File: src/rtl/if_seg.sv
// Instruction-fetch stage: owns the PC, fetches words over a req/gnt/rvalid
// handshake and hands instructions to decode through a one-entry skid buffer.
module if_seg #(
    parameter logic [31:0] RESET_PC = 32'h0000_0000,
    parameter logic [31:0] NOP      = 32'h0000_0000
) (
    input  logic        clk,
    input  logic        rst,
    input  logic        stall,
    input  logic        br_taken,
    input  logic [31:0] br_target,
    output logic        imem_req,
    output logic [31:0] imem_addr,
    input  logic        imem_gnt,
    input  logic        imem_rvalid,
    input  logic [31:0] imem_rdata,
    output logic [31:0] NPCo,
    output logic [31:0] IRo,
    output logic        valid
);

    localparam int unsigned XLEN = 32;

    localparam logic [1:0] ST_FETCH = 2'd0;
    localparam logic [1:0] ST_WAIT  = 2'd1;
    localparam logic [1:0] ST_FULL  = 2'd2;
    localparam logic [1:0] ST_DROP  = 2'd3;

    localparam logic [XLEN-1:0] WORD_MASK = ~XLEN'(3);
    localparam logic [XLEN-1:0] PC_STEP   = XLEN'(4);

    logic [1:0]      state_q, state_d;
    logic [XLEN-1:0] pc_q, pc_d;
    logic [XLEN-1:0] ir_q, ir_d;
    logic [XLEN-1:0] npc_q, npc_d;
    logic            valid_q, valid_d;
    logic [XLEN-1:0] skid_ir_q, skid_ir_d;
    logic [XLEN-1:0] skid_npc_q, skid_npc_d;

    logic [XLEN-1:0] pc_inc;
    logic            slot_free;
    logic            consumed;

    assign pc_inc    = pc_q + PC_STEP;
    assign consumed  = valid_q && !stall;
    assign slot_free = !valid_q || !stall;

    // Request is a pure decode of the registered state.
    assign imem_req  = (state_q == ST_FETCH);
    assign imem_addr = {pc_q[XLEN-1:2], 2'b00};

    assign IRo   = ir_q;
    assign NPCo  = npc_q;
    assign valid = valid_q;

    always_comb begin
        state_d    = state_q;
        pc_d       = pc_q;
        ir_d       = ir_q;
        npc_d      = npc_q;
        valid_d    = valid_q;
        skid_ir_d  = skid_ir_q;
        skid_npc_d = skid_npc_q;

        if (consumed) begin
            valid_d = 1'b0;
            ir_d    = NOP;
        end

        case (state_q)
            ST_FETCH: begin
                if (imem_gnt) begin
                    state_d = ST_WAIT;
                end
            end
            ST_WAIT: begin
                if (imem_rvalid) begin
                    pc_d = pc_inc;
                    if (slot_free) begin
                        ir_d    = imem_rdata;
                        npc_d   = pc_inc;
                        valid_d = 1'b1;
                        state_d = ST_FETCH;
                    end else begin
                        skid_ir_d  = imem_rdata;
                        skid_npc_d = pc_inc;
                        state_d    = ST_FULL;
                    end
                end
            end
            ST_FULL: begin
                // FULL is only entered with valid set, so !stall means consumed.
                if (!stall) begin
                    ir_d    = skid_ir_q;
                    npc_d   = skid_npc_q;
                    valid_d = 1'b1;
                    state_d = ST_FETCH;
                end
            end
            default: begin
                if (imem_rvalid) begin
                    state_d = ST_FETCH;
                end
            end
        endcase

        // Redirect wins over everything above; any in-flight data is dropped.
        if (br_taken) begin
            pc_d       = br_target & WORD_MASK;
            valid_d    = 1'b0;
            ir_d       = NOP;
            npc_d      = npc_q;
            skid_ir_d  = skid_ir_q;
            skid_npc_d = skid_npc_q;
            case (state_q)
                ST_FETCH: state_d = imem_gnt ? ST_DROP : ST_FETCH;
                ST_WAIT:  state_d = imem_rvalid ? ST_FETCH : ST_DROP;
                ST_FULL:  state_d = ST_FETCH;
                default:  state_d = ST_DROP;
            endcase
        end
    end

    always_ff @(posedge clk) begin
        if (rst) begin
            state_q    <= ST_FETCH;
            pc_q       <= RESET_PC & WORD_MASK;
            ir_q       <= NOP;
            npc_q      <= '0;
            valid_q    <= 1'b0;
            skid_ir_q  <= '0;
            skid_npc_q <= '0;
        end else begin
            state_q    <= state_d;
            pc_q       <= pc_d;
            ir_q       <= ir_d;
            npc_q      <= npc_d;
            valid_q    <= valid_d;
            skid_ir_q  <= skid_ir_d;
            skid_npc_q <= skid_npc_d;
        end
    end

endmodule

File: config.mk
export PLATFORM = sky130hd
export DESIGN_NAME = if_seg
export DESIGN_NICKNAME = d
export VERILOG_FILES = /design/src/rtl/if_seg.sv
export SDC_FILE = /design/constraint.sdc
export NUM_CORES = 1
export LEC_CHECK = 0
export ABC_AREA = 1
export CAP_MARGIN = 20
export CORE_ASPECT_RATIO = 1.25
export CORE_UTILIZATION = 25
export CTS_CLUSTER_SIZE = 16
export DETAILED_ROUTE_END_ITERATION = 10
export PLACE_DENSITY_LB_ADDON = 0.12
export SLEW_MARGIN = 30
export SYNTH_ARGS = -nofsm -noshare
export SYNTH_HDL_FRONTEND = slang
export SYNTH_SLANG_ARGS = --single-unit
File: constraint.sdc
create_clock -name clk -period 2.3 [get_ports clk]
set_clock_uncertainty 0.15 [all_clocks]
set_input_delay 0.69 -clock clk [delete_from_list [all_inputs] [get_ports clk]]
set_output_delay 0.69 -clock clk [all_outputs]
set_load 0.005 [all_outputs]
==> reports/results.ini, run 1 <==
[run_status]
status=finished, final reports clean

[worst_setup_path]
critPathCaptureType=output port
regToRegSetupSlack_ps=240
crit_type=reg -> out
reg2reg_depth=8
worstPathMaxFanout=5
critPathRequiredTime_ps=1460
start_kind=flip-flop
cp.arrival_ps=1410

[final_layout]
seqCellArea_um2=3160
postLayoutCellArea_um2=10400
area_growth_syn_to_layout_pct=38.9
final_layout_size_suffix_gt1_frac=0.0950
multi_input_area_um2=3580
num-nets-final=1318
fillers=3194
utilization=0.354

[yosys]
yosysWarnings=0
netlist-cell-type-count=32
yosys_register_bits=157
syn_avg_cell_area_um2=6.88
synth_area_leader_cell=dfxtp_1
yosysSeqAreaShare=0.421
syn_area_um2=7470
syn_inst=1087
synth_top_cell_area_share=0.421
synth_area_leaders=dfxtp_1 42%, nand2_1 12%, a21oi_1 9.5%

[global_route]
antenna_found_initial=1
grt_overflow_total=0
grt_pass1_wl_um=38500
grt_pass1_vias=7147
grt_max_degree=65
grtUsageTotal=0.164

[timing]
hold_ws_ps=307
period_share=0.978
max_slew.worst_pin.slew_ps=519
finalSetupViolCount=0
min_period_ps=2250
slew_headroom=0.654
rsz0062_at_grt=no
fmaxAchievable_ghz=0.444
hold_viol_final=0
fin_setup_tns_ps=0
drv_slew=0

[cts]
numCtsBuffers=17
cts.root.buffer_cell=clkbuf_16
ctsHoldBuffers=0
clkTransAtPathRegs_ps=60
cts_tree=built
clock_path_buffers=2
clock_latency_ps=430
htree_levels=4
postCtsSetupBuffers=0
numClockSinks=157

[worst_hold_path]
hp-class=reg -> reg
whs_path_depth=2

[power_and_ir_drop]
p_per_area_nw_per_um2=654
p_leak_uw=0.00410
peakVddDrop_mv=0.346
p_total_uw=6790

[die]
dieArea_um2=30600
pin_count=168
core_area_um2=29300
dieHeight_um=195
die_width_um=157
num_rows=70
initial_utilization=0.255

[detailed_routing]
dr.pass1.iters=5
vias=7311
drc_errors=0
ant_nets=0
totalWireLength_um=24500
drt_iter0_drc=281
routed_via_density=4.43
wire_per_inst_um=14.8

[placed_design]
port_buffers=161
gp_congestion=0.799
dpl-instance-area_um2=9800
dp_hpwl_um=17400

[run]
max-cap-violations=0

flip-flops by register name, indices dropped and copies added (netlist names):
signal / count
IRo: 32
pc_q: 30
NPCo: 30
valid: 1
skid_ir_q: 32
state_q: 2
skid_npc_q: 30
what timing repair did:
item,in CTS,in global routing
gates resized for setup,9,11
pin swaps,0,0
endpoints found under the setup margin,4,11
through the flow:
step	cells	worst slack, ps
after global routing	1650	1.06
after global placement	1620	-155
after detailed placement	1620	-164
after floorplan	1090	436
after CTS	1649	2.36
final	1650	50.3
cell families after synthesis:
| kind of cell | count (synthesis) | synth area share |
|---|---|---|
| flip-flops | 157 | 0.421 |
| XOR/XNOR | 15 | 0.0236 |
| adder cells (fa/ha/maj) | 5 | 0.00837 |
| buffers and inverters | 189 | 0.105 |
| other | 1 | 0.000502 |
| AND/OR/NAND/NOR | 411 | 0.228 |
| AO/OA/AOI/OAI | 309 | 0.214 |
power breakdown:
group          switching [uW]  internal (uW)
logic                     588            537
clock network            1140           1600
registers                99.3           2830
total                    1830           4960
cell type report:
type / instances / share of cell area
clock buffer: 21 / 0.0434
inverter: 117 / 0.0423
tap: 396 / 0.0477
antenna: 1 / 0.000241
multi-input combinational: 744 / 0.345
sequential: 157 / 0.305
timing repair buffer: 206 / 0.208
clock inverter: 8 / 0.00916
worst max-delay path, stage by stage, from the launching register on:
cell and delay, ps:
dfxtp_4 380, buf_4 120, clkdlybuf4s50_1 490
synth_stat cells (all sizes together):
cell / instances
a211oi: 2
a21o: 1
a21oi: 142
a22o: 7
a31oi: 11
and2: 2
buf: 35
clkbuf: 37
clkinv: 2
conb: 1
dfxtp: 157
ha: 5
inv: 115
nand2: 251
nand3: 53
nand4: 1
nor2: 104
o211ai: 1
o21ai: 144
o21bai: 1
xnor2: 4
xor2: 11
routing by layer:
layer	GRT usage	vias up	wire (um)
met5	0	-	0
met1	0.198	3318	10900
met2	0.289	168	12300
li1	-	3808	-
met3	0.0284	17	872
met4	0.0585	0	432
worst paths after layout:
path	start	endpoint
min reg2reg	IRo[5]$_SDFF_PP0_	IRo[5]$_SDFF_PP0_
min	IRo[5]$_SDFF_PP0_	IRo[5]$_SDFF_PP0_
max	pc_q[2]$_SDFFE_PP0P_	imem_addr[2]
max reg2reg	state_q[0]$_SDFFE_PP0P_	IRo[28]$_SDFF_PP0_
placed cells by master (no fill, tap or decap), types with 5 or more instances in the layout:
cell             synthesis  final
a21oi_1                142    142
a22o_1                   7      7
a31oi_1                 11     11
buf_12                   0     17
buf_4                   13     28
clkbuf_16                0     17
clkdlybuf4s50_1          0    159
dfxtp_1                157    143
dfxtp_2                  0     13
inv_1                  111    108
inv_2                    4      7
nand2_1                246    246
nand3_1                 53     53
nor2_1                  93     91
nor2_4                   8      9
o21ai_0                133    133
o21ai_1                 11     11
xor2_1                   5      5
xor2_2                   6      6
No activity file was read; power rests on OpenSTA's default activity.
==> run 2, diff against run 1 <==
--- a/config.mk
+++ b/config.mk
@@ -7,6 +7,8 @@
 export LEC_CHECK = 0
 export ABC_AREA = 1
 export CAP_MARGIN = 20
+export CELL_PAD_IN_SITES_DETAIL_PLACEMENT = 1
+export CELL_PAD_IN_SITES_GLOBAL_PLACEMENT = 2
 export CORE_ASPECT_RATIO = 1.25
 export CORE_UTILIZATION = 25
 export CTS_CLUSTER_SIZE = 16
==> reports/results.ini, run 2 (synthesis results as in run 1) <==
[run_status]
status=finished, final reports clean

[placed_design]
dpl-instance-area_um2=9720
port_buffers=161
dp_hpwl_um=19000
place_inst=1618
gp_congestion=0.793

[power_and_ir_drop]
p_per_area_nw_per_um2=670
p_leak_uw=0.00409
peakVddDrop_mv=0.395
p_total_uw=6940

[worst_setup_path]
regToRegStartpoint=state_q[1]$_SDFFE_PP0P_
regToRegSetupSlack_ps=320
slowest_delay_ps=540
critPathSlowestCell=clkdlybuf4s50_1
worst-path-buf-inv=1
start_kind=flip-flop
cp.arrival_ps=1410
cp_top_family=buffers and inverters
critPathRequiredTime_ps=1460
critPathCaptureType=output port
worstPathMaxFanout=5
path_cells=clkdlybuf4s50_1
crit_type=reg -> out
reg2reg_depth=9
rr_endpoint=pc_q[2]$_SDFFE_PP0P_

[timing]
period_share=0.978
drv_slew=0
min_period_ps=2250
finalSetupViolCount=0
hold_viol_final=0
fmaxAchievable_ghz=0.445
rsz0062_at_grt=no

[die]
num_rows=70
pin_count=168
dieHeight_um=195
die_width_um=157
dieArea_um2=30600
core_area_um2=29300
initial_utilization=0.255

[global_route]
grt_max_degree=63
grt_pass1_wl_um=43000
grt_pass1_vias=7782
grtUsageTotal=0.185
grt_overflow_total=0
antenna_found_initial=0

[worst_hold_path]
hp-class=reg -> reg
hold_path.startpoint=IRo[15]$_SDFF_PP0_
whs_path_depth=2
min_to=IRo[15]$_SDFF_PP0_

[run]
max-cap-violations=0

[cts]
numCtsBuffers=17
cts.root.buffer_cell=clkbuf_16
htree_levels=4
clkTransAtPathRegs_ps=70
cts_tree=built
numClockSinks=157
ctsHoldBuffers=0
clock_latency_ps=430
clock_path_buffers=2

[final_layout]
postLayoutCellArea_um2=10400
final_layout_size_suffix_gt1_frac=0.0988
mostFrequentLayoutCell=nand2_1
num-nets-final=1318
antenna_cells=0
fin_cells=1651
final_cell_mix=246 x nand2_1, 159 x clkdlybuf4s50_1, 142 x a21oi_1
area_growth_syn_to_layout_pct=38.5

[detailed_routing]
routed_via_density=4.49
dr.pass1.iters=4
ant_nets=0
wire_per_inst_um=16.3
wl_met1_um=12000
totalWireLength_um=26900
drt_iter0_drc=214
met3WireLength_um=784
routed.top_layer=met4
drc_errors=0
vias=7421
wl_met2_um=14000

[run 2: cell count changes in the layout (fill, tap and decap cells not counted), sizes merged]
cell and change:
clkinv +2, clkinvlp -1, inv +1, diode -1
bufinv +1, clkbuf -1
[run 2: where the power goes]
group / switching (uW) / total, uW / leakage [uW] / internal (uW)
Combinational: 608 / 1130 / 0.00252 / 519
Sequential: 99.9 / 2930 / 0.00128 / 2830
Clock: 1180 / 2880 / 0.000284 / 1700
[run 2: worst min-delay path: cells and delay by family (launching register included)]
family,cells,cell delay [ps]
compound gates,1,50
flops,1,310
simple gates,1,60
[run 2: layout make-up]
class / count / area [um2]
fill: 3631 / 19000
timing repair buffer: 206 / 2090
tap: 396 / 495
multi-input combinational: 744 / 3580
sequential: 157 / 3160
clock buffer: 20 / 437
inverter: 117 / 439
clock inverter: 11 / 144
[run 2: worst max path at each step]
| stage | startpoint | end | slack [ps] | depth (start not counted) |
|---|---|---|---|---|
| floorplan | br_taken | skid_ir_q[12]$_SDFFE_PP0P_ | 440 | 8 |
| global placement | imem_rvalid | skid_npc_q[11]$_SDFFE_PP0P_ | -160 | 9 |
| detailed placement | imem_rvalid | pc_q[7]$_SDFFE_PP0P_ | -210 | 7 |
| CTS | pc_q[26]$_SDFFE_PP0P_ | imem_addr[26] | 20 | 1 |
| global route | pc_q[23]$_SDFFE_PP0P_ | imem_addr[23] | 7 | 1 |
| finish | pc_q[20]$_SDFFE_PP0P_ | imem_addr[20] | 50 | 1 |
[run 2: repair_timing]
action / in CTS / in global routing
resized for setup: 13 / 9
buffers inserted: 2 / 0
endpoints found under the setup margin: 7 / 9
pin swaps: 1 / 0
[run 2: through the flow]
stage          hold WS, ps  utilization  setup slack, ps  TNS (ps)
3_5_place_dp           303        0.331             -212    -16800
5_1_grt                330        0.353             7.40         0
4_1_cts                312        0.352             17.4         0
6_report               308        0.353             50.3         0
2_1_floorplan          306            -              436         0
3_3_place_gp           298        0.331             -163    -14150
[run 2: per-layer routing]
layer | GRT usage | vias up
met5 | 0 | -
met4 | 0.0432 | 0
met3 | 0.0320 | 11
met2 | 0.345 | 114
met1 | 0.216 | 3495
li1 | - | 3801
